[src/rtl/uart_pkg.sv]
// Shared definitions for the UART receive path: FSM encoding, frame
// constants, the debug snapshot struct and a constant-width helper.
package uart_pkg;

  localparam int DATA_BITS = 8;

  typedef enum logic [2:0] {
    ST_IDLE  = 3'd0,
    ST_START = 3'd1,
    ST_DATA  = 3'd2,
    ST_STOP  = 3'd3,
    ST_BREAK = 3'd4
  } state_t;

  // Snapshot of receiver internals for checkers and waveform browsing.
  // fifo_level is zero-extended from the FIFO count register.
  typedef struct packed {
    state_t     state;
    logic [2:0] bit_idx;
    logic [7:0] fifo_level;
  } rx_dbg_t;

  // Ceiling log2, usable in parameter/localparam expressions.
  function automatic int clog2(input int value);
    int result;
    int rem;
    result = 0;
    rem    = value - 1;
    while (rem > 0) begin
      result = result + 1;
      rem    = rem >> 1;
    end
    return result;
  endfunction

endpackage

[src/rtl/sync_fifo.sv]
// Single-clock show-ahead FIFO. rdata always reflects the head entry while
// not empty and reads as zero when empty. A push into a full FIFO is
// accepted only when a pop happens in the same cycle.
module sync_fifo
  import uart_pkg::*;
#(
  parameter int WIDTH = 8,
  parameter int DEPTH = 8
) (
  input  logic                   clk,
  input  logic                   rst,
  input  logic                   push,
  input  logic [WIDTH-1:0]       wdata,
  input  logic                   pop,
  output logic [WIDTH-1:0]       rdata,
  output logic                   full,
  output logic                   empty,
  output logic [clog2(DEPTH):0]  count
);

  localparam int AW = clog2(DEPTH);
  localparam logic [AW:0] DEPTH_C = (AW+1)'(DEPTH);

  logic [WIDTH-1:0] mem [DEPTH];
  logic [AW-1:0]    wr_ptr;
  logic [AW-1:0]    rd_ptr;
  logic             do_push;
  logic             do_pop;

  assign empty   = (count == '0);
  assign full    = (count == DEPTH_C);
  assign do_pop  = pop && !empty;
  assign do_push = push && (!full || do_pop);
  assign rdata   = empty ? '0 : mem[rd_ptr];

  // Storage array; contents are don't-care until written, reads are gated by empty.
  always_ff @(posedge clk) begin
    if (do_push) begin
      mem[wr_ptr] <= wdata;
    end
  end

  // Pointer and occupancy bookkeeping; pointers wrap naturally modulo DEPTH.
  always_ff @(posedge clk) begin
    if (rst) begin
      wr_ptr <= '0;
      rd_ptr <= '0;
      count  <= '0;
    end else begin
      if (do_push) begin
        wr_ptr <= wr_ptr + 1'b1;
      end
      if (do_pop) begin
        rd_ptr <= rd_ptr + 1'b1;
      end
      case ({do_push, do_pop})
        2'b10:   count <= count + 1'b1;
        2'b01:   count <= count - 1'b1;
        default: count <= count;
      endcase
    end
  end

endmodule

[src/rtl/uart_rx_core.sv]
// 8N1 UART receiver: two-flop line synchronizer, start/data/stop FSM with
// mid-bit sampling, and a show-ahead receive FIFO on a valid/ready stream.
//
// Stream handshake: rx_valid is high whenever the FIFO holds a byte and
// rx_data is that head byte. A byte is consumed on a rising clk edge where
// rx_valid && rx_ready are both high. While rx_valid && !rx_ready the head
// is held stable. rx_ready may be high with rx_valid low; nothing happens.
module uart_rx_core
  import uart_pkg::*;
#(
  parameter int CLKS_PER_BIT = 434,
  parameter int FIFO_DEPTH   = 8
) (
  input  logic                 clk,
  input  logic                 rst,
  input  logic                 rx,
  output logic [DATA_BITS-1:0] rx_data,
  output logic                 rx_valid,
  input  logic                 rx_ready,
  output logic                 frame_err,
  output logic                 overrun,
  output logic                 busy,
  output rx_dbg_t              dbg
);

  localparam int CW   = clog2(CLKS_PER_BIT);
  localparam int HALF = CLKS_PER_BIT / 2;
  localparam logic [CW-1:0] HALF_M1 = CW'(HALF - 1);
  localparam logic [CW-1:0] LAST    = CW'(CLKS_PER_BIT - 1);
  localparam logic [2:0]    LAST_IDX = 3'(DATA_BITS - 1);

  logic rx_meta;
  logic rx_s;

  state_t               state_q;
  state_t               state_d;
  logic [CW-1:0]        bit_cnt;
  logic [CW-1:0]        cnt_d;
  logic [2:0]           bit_idx;
  logic [2:0]           idx_d;
  logic [DATA_BITS-1:0] shreg;
  logic [DATA_BITS-1:0] shreg_d;
  logic                 push;
  logic                 frame_err_d;
  logic                 overrun_d;

  logic                      fifo_full;
  logic                      fifo_empty;
  logic                      pop;
  logic [clog2(FIFO_DEPTH):0] fifo_count;

  assign pop      = rx_valid && rx_ready;
  assign rx_valid = !fifo_empty;
  assign busy     = (state_q != ST_IDLE);

  assign dbg.state      = state_q;
  assign dbg.bit_idx    = bit_idx;
  assign dbg.fifo_level = 8'(fifo_count);

  // Two-flop synchronizer; resets to the idle (high) line level.
  always_ff @(posedge clk) begin
    if (rst) begin
      rx_meta <= 1'b1;
      rx_s    <= 1'b1;
    end else begin
      rx_meta <= rx;
      rx_s    <= rx_meta;
    end
  end

  // FSM state, bit timing counter, bit index, shift register and pulse flops.
  always_ff @(posedge clk) begin
    if (rst) begin
      state_q   <= ST_IDLE;
      bit_cnt   <= '0;
      bit_idx   <= '0;
      shreg     <= '0;
      frame_err <= 1'b0;
      overrun   <= 1'b0;
    end else begin
      state_q   <= state_d;
      bit_cnt   <= cnt_d;
      bit_idx   <= idx_d;
      shreg     <= shreg_d;
      frame_err <= frame_err_d;
      overrun   <= overrun_d;
    end
  end

  // Next-state logic: sample mid start bit, then once per bit period after it.
  always_comb begin
    state_d     = state_q;
    cnt_d       = bit_cnt + 1'b1;
    idx_d       = bit_idx;
    shreg_d     = shreg;
    push        = 1'b0;
    frame_err_d = 1'b0;
    overrun_d   = 1'b0;
    case (state_q)
      ST_IDLE: begin
        cnt_d = '0;
        if (!rx_s) begin
          state_d = ST_START;
        end
      end
      ST_START: begin
        if (bit_cnt == HALF_M1) begin
          cnt_d = '0;
          if (!rx_s) begin
            state_d = ST_DATA;
            idx_d   = '0;
          end else begin
            state_d = ST_IDLE;
          end
        end
      end
      ST_DATA: begin
        if (bit_cnt == LAST) begin
          cnt_d   = '0;
          shreg_d = {rx_s, shreg[DATA_BITS-1:1]};
          if (bit_idx == LAST_IDX) begin
            state_d = ST_STOP;
          end else begin
            idx_d = bit_idx + 1'b1;
          end
        end
      end
      ST_STOP: begin
        if (bit_cnt == LAST) begin
          cnt_d = '0;
          if (rx_s) begin
            state_d = ST_IDLE;
            // A same-cycle pop frees a slot, so a full FIFO can still take the byte.
            if (fifo_full && !pop) begin
              overrun_d = 1'b1;
            end else begin
              push = 1'b1;
            end
          end else begin
            frame_err_d = 1'b1;
            state_d     = ST_BREAK;
          end
        end
      end
      ST_BREAK: begin
        cnt_d = '0;
        if (rx_s) begin
          state_d = ST_IDLE;
        end
      end
      default: begin
        cnt_d   = '0;
        state_d = ST_IDLE;
      end
    endcase
  end

  sync_fifo #(
    .WIDTH (DATA_BITS),
    .DEPTH (FIFO_DEPTH)
  ) u_fifo (
    .clk   (clk),
    .rst   (rst),
    .push  (push),
    .wdata (shreg),
    .pop   (pop),
    .rdata (rx_data),
    .full  (fifo_full),
    .empty (fifo_empty),
    .count (fifo_count)
  );

endmodule
[config.mk]
export PLATFORM = sky130hd
export DESIGN_NAME = uart_rx_core
export DESIGN_NICKNAME = d
export VERILOG_FILES = /design/src/rtl/uart_pkg.sv /design/src/rtl/sync_fifo.sv /design/src/rtl/uart_rx_core.sv
export SDC_FILE = /design/constraint.sdc
export NUM_CORES = 1
export LEC_CHECK = 0
export CORE_MARGIN = 4
export CORE_UTILIZATION = 46
export CTS_CLUSTER_SIZE = 16
export DETAILED_ROUTE_END_ITERATION = 8
export GPL_ROUTABILITY_DRIVEN = 0
export PLACE_DENSITY_LB_ADDON = 0.2
export SYNTH_ARGS = -nofsm -noshare
export SYNTH_HDL_FRONTEND = slang
export SYNTH_SLANG_ARGS = --single-unit
[constraint.sdc]
create_clock -name clk -period 2.4 [get_ports clk]
set_input_delay 0.48 -clock clk [delete_from_list [all_inputs] [get_ports clk]]
set_output_delay 0.48 -clock clk [all_outputs]
set_load 0.02 [all_outputs]
# Word level (Yosys, flattened, before mapping)
# Memory sizes are Yosys's and may differ from the RTL's. A register that Yosys moved wholly into a read port is not among the register bits.
# Cells that the tools add are included.
# totals
register_bits	37
mem_bits_rw	64
out_inout_bits	26
mem_count	1
# op_classes
add_sub_neg	6
eq_ne	18
n_mux	29
n_bitwise	3
n_reduce_logical	19
# memory_table
name	words	width	rd	rd_ports_with_merged_regs	write_ports	line	text
u_fifo.mem	8	8	1	1	1	sync_fifo.sv:24	logic [WIDTH-1:0] mem [DEPTH];
# op_table
cell	count
3-bit two-way mux	13
9-bit two-way mux	2
9-bit case mux with 2 select lines	1
2-bit != test (second input constant)	8
3-bit case mux with 5 select lines	1
3-bit by 1-bit adder with 3-bit output (second input constant)	3
9-bit by 1-bit adder with 9-bit output (second input constant)	1
9-bit by 8-bit == test with 1-bit output (second input constant)	1
9-bit == test (second input constant)	1
1-bit two-way mux	8
8-bit two-way mux	1
4-bit case mux with 2 select lines	1
3-bit by 2-bit == test with 1-bit output (second input constant)	2
3-bit == test (second input constant)	2
3-bit case mux with 2 select lines	1
6-bit AND reduction	1
5-bit AND reduction	1
4-bit by 1-bit adder with 4-bit output (second input constant)	1
4-bit == test (second input constant)	1
1-bit logical AND	4
4-bit logical NOT	1
2-bit nonzero test	2
4-bit OR reduction	1
4-bit by 1-bit subtractor with 4-bit output (second input constant)	1
other kinds (12)	16

# Logic depth before layout (Yosys ltp)
# logic_depth
depth_word	12
mapped_depth	12
ltp_nobuf	12

# Modules after synthesis
# Synthesis repeated with hierarchy kept, for this count alone.
# hier_totals
hier_cells	322
hier_area_um2	4513.1
# modules_own_cells
mod	n_inst	cells_each	area_each_um2	seq_area_each_um2
sync_fifo	1	185	3189.3	2182.1
uart_rx_core	1	137	1323.8	540.5

# Least setup slack after synthesis
# Ideal clock, no wire load.
# synth_timing
path_type	reg-to-reg
start	reg u_fifo.count[0]
end	reg u_fifo.count[2]
arrival_ns	2.663
required_time_ns	2.329
setup_slack_ns	-0.334
stages_incl_launch_ff	13
n_path_buf	1
period_less_slack_ns	2.734
cell_sequence	dfxtp_1 or3_1 nor2_4 inv_2 and2_1 clkbuf_1 ha_1 xor2_1 ha_1 a21oi_1 xor2_1 or3_1 a21oi_1
# synth_between
elab_cells_between_ends	20
classes_between	add/sub: 2; eq/ne: 3; mux: 5; reduce/logical: 10
# synth_lines
element	line	text
from (decl)	sync_fifo.sv:18	output logic [clog2(DEPTH):0] count
from (signal assigned)	sync_fifo.sv:57	2'b10: count <= count + 1'b1;
from (signal assigned)	sync_fifo.sv:58	2'b01: count <= count - 1'b1;
from (signal assigned)	sync_fifo.sv:59	default: count <= count;
4-bit logical NOT (*)	sync_fifo.sv:30	assign empty = (count == '0);
1-bit logical NOT (*)	uart_rx_core.sv:53	assign rx_valid = !fifo_empty;
net rx_valid	uart_rx_core.sv:18	output logic rx_valid,
1-bit logical AND	uart_rx_core.sv:52	assign pop = rx_valid && rx_ready;
1-bit logical AND (*)	sync_fifo.sv:32	assign do_pop = pop && !empty;
net u_fifo.do_pop	sync_fifo.sv:28	logic do_pop;
1-bit logical OR	sync_fifo.sv:33	assign do_push = push && (!full || do_pop);
1-bit logical AND	sync_fifo.sv:33	
2-bit by 1-bit == test with 1-bit output or 2-bit == test (tied branches)	sync_fifo.sv:56	case ({do_push, do_pop})
4-bit case mux with 2 select lines or 2-bit nonzero test (tied branches)	-	
# Mark *: on every way through the listed nets, which the timed path passes. The rest lies on a longest branch.
# A chain may end at the register's enable or synchronous reset.

# Final worst setup path
# layout_timing
start	reg u_fifo.count[1]
end	reg u_fifo.count[2]
# layout_between
elab_chain_cells	12
elab_cells_between_ends	20
classes_between	add/sub: 2; eq/ne: 3; mux: 5; reduce/logical: 10
# layout_lines
element	line	text
4-bit logical NOT	sync_fifo.sv:30	
1-bit logical NOT	sync_fifo.sv:32, uart_rx_core.sv:53	
1-bit logical AND	uart_rx_core.sv:52	
1-bit logical NOT	uart_rx_core.sv:134	if (fifo_full && !pop) begin
1-bit logical AND	uart_rx_core.sv:134	
1-bit two-way mux	uart_rx_core.sv:134	
1-bit two-way mux	uart_rx_core.sv:131	if (rx_s) begin
1-bit two-way mux	uart_rx_core.sv:129	if (bit_cnt == LAST) begin
1-bit two-way mux	uart_rx_core.sv:99	case (state_q)
1-bit logical AND	sync_fifo.sv:33	
2-bit by 1-bit == test with 1-bit output or 2-bit == test (tied branches)	sync_fifo.sv:56	
4-bit case mux with 2 select lines or 2-bit nonzero test (tied branches)	-	
# Several ways; a longest one is shown, not always the timed one.

==> run summary <==
share of cells above drive strength 1 -> 27.3%
Root Driver -> clkbuf_8
type of origin of the critical path -> register
GRT overflow -> 0
die area -> 11000 um^2
CTS buffer count -> 9
chip height -> 105 um
synthesis-to-finish area growth -> 19.6%
post-synthesis cell area -> 4330 um^2
DR vias/cell -> 5.30
Maximum Capacitance Violations -> 0
Overall Global Routing Usage -> 15.1%
Rows -> 35
wire per inst -> 16.3 um
Synthesis Warnings -> 0
Clock Pin Slew Worst Setup and Hold Paths -> 0.10 ns
DIE WIDTH -> 105 um
register area -> 2730 um^2
Routed Antenna Nets -> 0
Hold Path Class -> register to register
pre-CTS setup slack -> -0.188 ns
VDD IR max -> 0.000288 V
initial antenna violation count -> 0
post-cts hold buffer count -> 0
Post-synth EDFFs -> 64
number of synthesized register bits -> 104
crit-path max FO -> 3
DP Wirelength -> 5240 um
clk buf depth -> 2
DRC -> 0
fin util -> 56.3%
post-route cell area -> 5180 um^2
vias in the first global route -> 2551
CP bufs+invs -> 1
fin crit period -> 2.32 ns
critical path class -> register to register
first-pass GRT wire length -> 13000 um
Worst EP required -> 2.69 ns
Antenna diodes -> 0
multi-input combinational cell area -> 1550 um^2
Commonest cells post-synth -> edfxtp_1 (64), nor2_1 (41), dfxtp_1 (40)
largest net degree at the start of global routing -> 21
Final #Nets -> 383
area leader, netlist -> edfxtp_1
Final Cycle Share -> 96.5%
Highest Clock Rate -> 432 MHz
relative slew slack -> 57.1%
DR pass1 iterations -> 4
Syn Inst Count -> 312
CP top delay family -> simple AND/OR/NAND/NOR gates
PwrDens -> 570 nW/um^2
DR iter-0 viols -> 120
total power -> 2.95 mW
RSZ-0062 raised after global routing -> yes
status -> finished clean
Slew Limit Fails -> 0
CTS tree -> yes
Max stage delay cell, worst path -> or3_4
Pleak -> 1.86 nW
CP Capture Type -> register
worst slew pin tran -> 0.639 ns
final worst setup slack -> 0.0845 ns
synth unique cells -> 51
most common cell in the netlist -> edfxtp_1
via count -> 2571
final hold violation count -> 0
crit-path cells -> or3_4, o2111a_1, inv_2, ha_4, xor2_2, ha_2, a21oi_2, xor2_1, or3_1, a21oi_1
Worst EP arrival -> 2.61 ns
initial core utilization -> 47.1%
largest cells by area after synthesis -> edfxtp_1 (44%), dfxtp_1 (18%), mux4_2 (8.3%), mux2i_1 (4.2%), nor2_1 (3.6%)
Clk Latency, worst-skew pair -> 0.36 ns
Syn Area/Cell -> 13.9 um^2
H-Tree Depth -> 3
Fillers -> 734
Final setup viols -> 0
DRT Wirelength -> 7890 um
io pins -> 30
Port Buffers -> 25
max incr delay on CP -> 0.41 ns
Worst Skew -> 0.00750 ns
Top FF cell, synth -> edfxtp_1
fraction of registers with async set/reset -> 0%
Yosys top cell area share -> 44.4%
core region area -> 9200 um^2
Clock Sink Count -> 104
placed instance area -> 4960 um^2
sequential-to-total area share from yosys stat -> 62.9%
report_power, final:
group | total [mW] | internal (mW) | switching (mW) | leakage [nW]
Clock | 1.04 | 0.408 | 0.631 | 0.0962
Sequential | 1.87 | 1.87 | 0.000873 | 0.918
Combinational | 0.0398 | 0.0156 | 0.0242 | 0.843
Total | 2.95 | 2.30 | 0.656 | 1.86
cell families (layout without fill, tap and decap cells):
kind of cell             after synthesis  count (layout)  share of synthesized area, %
adder cells (fa/ha/maj)               10              10                          2.89
multiplexers                          34              34                          12.5
AND/OR/NAND/NOR                       95              95                          12.1
buffers and inverters                 27              86                          2.80
XOR/XNOR                              13              13                          2.63
flip-flops                           104             104                          62.9
other                                  1               4                        0.0866
AO/OA/AOI/OAI                         28              28                          4.13
flip-flops by register name, summed over array words and instances, names as in the netlist, 3 cells and up, named ones only:
signal	cells
bit_cnt	9
bit_idx	3
shreg	8
state_q	3
u_fifo.count	4
u_fifo.mem	64
u_fifo.rd_ptr	3
u_fifo.wr_ptr	3
metal layers:
layer	GRT usage, %	wire [um]	vias up
li1	-	-	1272
met1	19.1	3430	1241
met4	6.00	99	0
met3	2.53	287	8
met5	0	0	-
met2	25.9	4080	50
layout by cell type, fill, tap and decap left out, drive strengths merged, types with 2 or more instances in the layout:
cell / synthesis / layout
xor2: 10 / 10
o21ai: 7 / 7
inv: 10 / 15
nor4: 2 / 2
or4: 2 / 2
nor4bb: 2 / 2
clkbuf: 7 / 10
mux2i: 18 / 18
xnor2: 3 / 3
nand4: 2 / 2
or3b: 2 / 2
nand3: 6 / 6
or2: 2 / 2
a21oi: 10 / 10
or3: 7 / 7
edfxtp: 64 / 64
nor3: 4 / 4
o311ai: 3 / 3
o41ai: 2 / 2
dfxtp: 40 / 40
ha: 10 / 10
nor2: 42 / 42
clkdlybuf4s50: 0 / 16
and4b: 3 / 3
nand2b: 6 / 6
buf: 10 / 42
mux4: 16 / 16
nand2: 7 / 7
conb: 1 / 4
final timing paths:
path / from / end / slack, ns / depth (start not counted)
worst max-delay path: u_fifo.count[1] / u_fifo.count[2] / 0.08 / 10
worst min-delay path: rx_meta / rx_s / 0.42 / 1
worst max register to register: u_fifo.count[1] / u_fifo.count[2] / 0.08 / 10
worst min register to register: rx_meta / rx_s / 0.42 / 1
layout make-up:
cell class                      instances  area share [%]
Inverter                               10           0.773
Sequential cell                       104            52.8
Timing Repair Buffer                   60            10.1
Clock inverter                          7            1.30
Clock buffer                            9            2.39
Multi-Input combinational cell        184            30.0
Tap cell                              111            2.68
stage by stage:
stage	std cells	hold slack, ns	setup TNS (ns)
floorplan	315	0.389	-0.140
global placement	467	0.392	-0.145
detailed placement	467	0.402	-0.234
CTS	484	0.427	0
global route	485	0.443	-0.0200
finish	485	0.422	0
worst register-to-register path, stage by stage (launching register included):
cell and delay [ns]:
dfxtp_4 0.35, or3_4 0.41, o2111a_1 0.28, inv_2 0.09, ha_4 0.15, xor2_2 0.14
ha_2 0.19, a21oi_2 0.04, xor2_1 0.16, or3_1 0.30, a21oi_1 0.14
timing repair:
| item | in CTS | in global routing |
|---|---|---|
| gates resized for setup | 32 | 11 |
| setup buffers | 0 | 1 |
| endpoints found under the setup margin | 8 | 10 |
| pin swaps | 0 | 6 |
| cloned | 1 | 0 |
Power figures use the tool's default switching activity.
